--- config.mk ---
export PLATFORM = sky130hd
export DESIGN_NAME = dmem_arbiter
export DESIGN_NICKNAME = d
export VERILOG_FILES = /design/src/rtl/dmem_arbiter.sv
export SDC_FILE = /design/constraint.sdc
export NUM_CORES = 1
export LEC_CHECK = 0
export ABC_AREA = 1
export CELL_PAD_IN_SITES_DETAIL_PLACEMENT = 1
export CELL_PAD_IN_SITES_GLOBAL_PLACEMENT = 1
export CORE_MARGIN = 2
export CORE_UTILIZATION = 30
export DETAILED_ROUTE_END_ITERATION = 12
export PLACE_DENSITY_LB_ADDON = 0.1
export SETUP_SLACK_MARGIN = 0.2
export SLEW_MARGIN = 20
export SYNTH_ARGS = -nofsm -noshare
export SYNTH_HDL_FRONTEND = slang
export SYNTH_SLANG_ARGS = --single-unit
--- constraint.sdc ---
create_clock -name clock -period 3.3 [get_ports clock]
set_input_delay 0.33 -clock clock [delete_from_list [all_inputs] [get_ports clock]]
set_output_delay 0.33 -clock clock [all_outputs]
set_load 0.01 [all_outputs]
--- src/rtl/dmem_arbiter.sv ---
// dmem_arbiter: two-port round-robin arbiter and single-access sequencer
// for the 16-bit data memory. Port 0 is the CPU load/store stage, port 1 the
// loader/debug port. Each grant runs IDLE -> ACCESS -> RESP.
module dmem_arbiter #(
  parameter int ADDR_W  = 16,
  parameter int DATA_W  = 16,
  parameter int MEM_TOP = 512
) (
  input  logic              clock,
  input  logic              reset,
  input  logic              req0,
  input  logic              req1,
  input  logic              we0,
  input  logic              we1,
  input  logic [ADDR_W-1:0] addr0,
  input  logic [ADDR_W-1:0] addr1,
  input  logic [DATA_W-1:0] wdata0,
  input  logic [DATA_W-1:0] wdata1,
  output logic              ack0,
  output logic              ack1,
  output logic              err0,
  output logic              err1,
  output logic [DATA_W-1:0] rdata0,
  output logic [DATA_W-1:0] rdata1,
  output logic              busy,
  output logic              Rm,
  output logic              Wm,
  output logic [ADDR_W-1:0] address,
  output logic [DATA_W-1:0] RegVal,
  input  logic [DATA_W-1:0] Data_out
);

  localparam logic [ADDR_W-1:0] TOP = ADDR_W'(MEM_TOP);

  typedef enum logic [1:0] {
    IDLE   = 2'd0,
    ACCESS = 2'd1,
    RESP   = 2'd2
  } state_t;

  state_t state, state_nx;

  // Latched transaction attributes; address/RegVal double as the latched
  // address and write data so they hold their value outside ACCESS.
  logic lat_we, lat_port, lat_oor;
  logic lat_we_nx, lat_port_nx, lat_oor_nx;
  logic last_gnt, last_gnt_nx;

  logic [ADDR_W-1:0] address_nx;
  logic [DATA_W-1:0] regval_nx;
  logic              rm_nx, wm_nx;
  logic              ack0_nx, ack1_nx, err0_nx, err1_nx;
  logic [DATA_W-1:0] rdata0_nx, rdata1_nx;

  logic              win_port;
  logic              win_we;
  logic [ADDR_W-1:0] win_addr;
  logic [DATA_W-1:0] win_wdata;
  logic              win_oor;

  // Winner select: a tie goes to the port that was not granted last.
  always_comb begin
    win_port  = (req0 && req1) ? ~last_gnt : req1;
    win_we    = win_port ? we1    : we0;
    win_addr  = win_port ? addr1  : addr0;
    win_wdata = win_port ? wdata1 : wdata0;
    win_oor   = (win_addr > TOP);
  end

  // Next-state and next-register values; strobes/acks default to 0 so they
  // are high only in their own registered cycle.
  always_comb begin
    state_nx    = state;
    last_gnt_nx = last_gnt;
    lat_we_nx   = lat_we;
    lat_port_nx = lat_port;
    lat_oor_nx  = lat_oor;
    address_nx  = address;
    regval_nx   = RegVal;
    rm_nx       = 1'b0;
    wm_nx       = 1'b0;
    ack0_nx     = 1'b0;
    ack1_nx     = 1'b0;
    err0_nx     = 1'b0;
    err1_nx     = 1'b0;
    rdata0_nx   = rdata0;
    rdata1_nx   = rdata1;
    case (state)
      IDLE: begin
        if (req0 || req1) begin
          state_nx    = ACCESS;
          last_gnt_nx = win_port;
          lat_we_nx   = win_we;
          lat_port_nx = win_port;
          lat_oor_nx  = win_oor;
          address_nx  = win_addr;
          regval_nx   = win_wdata;
          rm_nx       = !win_oor && !win_we;
          wm_nx       = !win_oor && win_we;
        end
      end
      ACCESS: begin
        state_nx = RESP;
        if (!lat_we) begin
          if (lat_port) rdata1_nx = lat_oor ? '0 : Data_out;
          else          rdata0_nx = lat_oor ? '0 : Data_out;
        end
        if (lat_port) begin
          ack1_nx = 1'b1;
          err1_nx = lat_oor;
        end else begin
          ack0_nx = 1'b1;
          err0_nx = lat_oor;
        end
      end
      RESP:    state_nx = IDLE;
      default: state_nx = IDLE;
    endcase
  end

  // FSM state register.
  always_ff @(posedge clock) begin
    if (reset) state <= IDLE;
    else       state <= state_nx;
  end

  // Datapath and registered output register bank.
  always_ff @(posedge clock) begin
    if (reset) begin
      last_gnt <= 1'b1;
      lat_we   <= 1'b0;
      lat_port <= 1'b0;
      lat_oor  <= 1'b0;
      address  <= '0;
      RegVal   <= '0;
      Rm       <= 1'b0;
      Wm       <= 1'b0;
      ack0     <= 1'b0;
      ack1     <= 1'b0;
      err0     <= 1'b0;
      err1     <= 1'b0;
      rdata0   <= '0;
      rdata1   <= '0;
    end else begin
      last_gnt <= last_gnt_nx;
      lat_we   <= lat_we_nx;
      lat_port <= lat_port_nx;
      lat_oor  <= lat_oor_nx;
      address  <= address_nx;
      RegVal   <= regval_nx;
      Rm       <= rm_nx;
      Wm       <= wm_nx;
      ack0     <= ack0_nx;
      ack1     <= ack1_nx;
      err0     <= err0_nx;
      err1     <= err1_nx;
      rdata0   <= rdata0_nx;
      rdata1   <= rdata1_nx;
    end
  end

  assign busy = (state != IDLE);

endmodule

==> metrics.md <==
| Metric | Value |
|---|---|
| Status | `finished, final reports clean` |
| Die Ht | `106 um` |
| Yosys warns | `0` |
| Avg Cell Area, Syn | `7.57 sq um` |
| Final setup violation count | `0` |
| Worst Tran Pin Value | `0.579 ns` |
| Net switching fraction of the power | `0.287` |
| Clock Pin Slew Worst Setup and Hold Paths | `0.08 ns` |
| Multi-input gate area | `0.00137 sq mm` |
| GR Overflow Total | `0` |
| Root Buffer | `clkbuf_8` |
| Port Buffer Count | `156` |
| Gr usage total | `0.179` |
| Seq pwr share | `0.458` |
| Core Region | `0.0103 sq mm` |
| GRT Max-Usage Layer | `met2` |
| WL final | `10000 um` |
| Clk_lat worst skew | `0.33 ns` |
| CP Class | `input pin to register` |
| Critical Path Source Type | `input pin` |
| Initial DRT Pass Iterations | `4` |
| Io pins | `157` |
| Cts bufs inserted | `9` |
| Starting Density | `0.306` |
| Max Fanout on Critical Path | `34` |
| Die area | `0.0113 sq mm` |
| # fillers | `1257` |
| MaxCap Viol Count | `0` |
| Met2 Track Usage GR | `0.317` |
| Slew Viols, Final | `0` |
| Required @ worst endpoint | `3.53 ns` |
| HP Class | `register to register` |
| Initial antenna violation count | `0` |
| Count of final hold-check violations | `0` |
| Post-synth EDFFs | `0` |
| Power Internal | `1.62 mW` |
| Routability cong. | `0.775` |
| M3 GR Usage | `0.0540` |
| Clock sink count | `76` |
| Layout cell share with drive strength beyond 1 | `0.0689` |
| CP endpoint kind | `register` |
| Rel. slew slack | `0.614` |
| Tmin final | `1.96 ns` |
| # rows | `37` |
| Synthesized area | `0.00315 sq mm` |
| Fmax | `509 MHz` |
| Via/cell ratio | `4.66` |
| Fin crit share | `0.595` |
| Cell Count Post-Placement | `687` |
| First-pass GRT wire length | `16200 um` |
| Seq cells post-synth | `76` |
| Synth area leader | `dfxtp_1` |
| H-tree depth | `3` |
| Unrepaired setup endpoints after global routing | `no` |
| CTS tree | `built` |
| P_sw | `0.652 mW` |
| Residual DRC count | `0` |
| Worst-case clock buffer depth | `2` |
| Setup TNS | `0 ns` |
| Yosys top cell area share | `0.483` |
| Fin cells | `702` |
| Syn_nets | `502` |
| Setup bufs post-CTS | `0` |
| Post-CTS sizing | `0` |
| FFs w/ async S/R, synth | `0` |
| Layout Nets | `648` |
| Vias in the first global route | `3353` |
| Post-DP HPWL | `7260 um` |
| Diodes inserted | `0` |
| Final ANT Viol Nets | `0` |
| Leakage power | `2.02 nW` |
| Combinational Power Share | `0.236` |
| R2r worst-path depth | `6` |
| Distinct cells, synth | `29` |
| Register area share after synthesis | `0.483` |
| Via count | `3268` |
| Cells after Synth | `416` |
| Clock skew | `0.00902 ns` |
| Clk network pwr share | `0.306` |
| Largest net degree at the start of global routing | `68` |
| 1st-iter DRT viols | `97` |
| Power per standard cell area | `457 mW/mm^2` |
| Main synth FF type | `dfxtp_1` |
| FF/Latch Area | `0.00152 sq mm` |
| Drt wl/cell | `14.3 um` |
| Met1 Use GR | `0.213` |
| Area contributors post-synth | `dfxtp_1 48%, nand2_1 9.9%, o21ai_0 9.5%` |
| Area Growth Syn to Fin | `57.6%` |
| Critical path data arrival time | `2.20 ns` |
| Maximum vdd drop | `0.180 mV` |
| Post-CTS Hold Fix Bufs | `0` |
| Hold-critical path depth | `2` |
| Die Wd | `106 um` |
synth_stat cells (2+ instances only):
library cell,count
nor3_1,2
dfxtp_1,76
nand3_1,5
clkbuf_1,11
or2_1,3
nand2_4,2
buf_2,10
a31oi_1,23
o21ai_1,2
o21ai_0,60
a21oi_1,29
inv_1,27
nor3_2,2
nand2_1,83
clkinv_1,3
buf_4,2
nand2_2,9
nand3b_1,4
nor2_1,53
path summary, 6_finish.rpt:
kind | from | end | slack (ns)
hold reg to reg | rdata1[15] | rdata1[15] | 0.47
hold / removal | rdata1[15] | rdata1[15] | 0.47
setup reg to reg | state[1] | RegVal[0] | 1.56
setup / recovery | req1 | lat_oor | 1.34
stage by stage:
stage               setup slack [ns]   util  hold slack (ns)  power, mW  instance area (sq um)
finish                          1.34  0.483            0.472       2.27                   4960
global route                    1.18  0.483            0.503       2.40                   4960
CTS                             1.32  0.483            0.476       2.30                   4960
detailed placement             0.965  0.464            0.464       1.60                   4770
global placement                1.05  0.464            0.450       1.59                   4770
floorplan                       1.96      -            0.457       1.30                   3150
critical path, cell delays in order:
cell	delay, ns
clkdlybuf4s50_1	0.63
nand2_8	0.34
inv_6	0.16
nand2_1	0.11
nand2_1	0.05
nor2_1	0.11
nand2_1	0.11
nor2_4	0.12
nand3_1	0.08
nand2_1	0.09
inv_1	0.04
power by group through the flow:
stage | clock network [mW] | registers (mW) | logic [mW]
after floorplan | 0 | 1.09 | 0.216
after global placement | 0 | 1.06 | 0.534
after detailed placement | 0 | 1.06 | 0.543
after CTS | 0.716 | 1.04 | 0.546
after global routing | 0.759 | 1.05 | 0.593
final | 0.694 | 1.04 | 0.536
cell usage in the layout (no fill, tap or decap):
master	Yosys	routed
nand3_2	1	1
inv_1	27	26
clkinv_4	0	1
clkdlybuf4s50_1	0	156
buf_4	2	4
clkinv_1	3	4
nor3_2	2	2
inv_2	1	1
a21oi_1	29	29
o21ai_1	2	2
inv_6	1	1
clkinvlp_4	0	3
nand2_4	2	2
nand2_2	9	9
dfxtp_1	76	76
nand2_8	1	1
and2_0	1	1
o21ai_4	1	1
nand3b_1	4	4
nor2_1	53	53
clkbuf_8	0	9
a31oi_1	23	23
nand2_1	83	83
nor3_1	2	2
bufinv_16	0	1
o21ai_0	60	60
nand3_1	5	5
nor2_4	1	1
or2_1	3	3
clkinv_2	0	1
o21ai_2	1	1
cells by family after synthesis:
| kind of cell | count (synthesis) | share of synthesized area |
|---|---|---|
| buffers and inverters | 57 | 0.0834 |
| and+or+nand+nor | 167 | 0.235 |
| AOI/OAI and AO/OA | 116 | 0.198 |
| DFF | 76 | 0.483 |
layout make-up:
class / count / area share
clock buffers: 9 / 0.0250
inverters: 32 / 0.0252
repair buffers: 160 / 0.321
multi-input cells: 283 / 0.275
flip-flops and latches: 76 / 0.307
well taps: 136 / 0.0343
clock inverters: 6 / 0.0134
flip-flops by register name, summed over array words and instances, names as in the netlist, 2 cells and up:
signal / count
RegVal: 16
address: 16
rdata0: 16
rdata1: 16
state: 2
metal layers:
metal / part of all wire / vias up
met2: 0.50 / 102
li1: - / 1651
met1: 0.42 / 1513
met3: 0.075 / 2
met4: 0.0039 / 0
met5: 0 / -
Power figures use the tool's default switching activity.
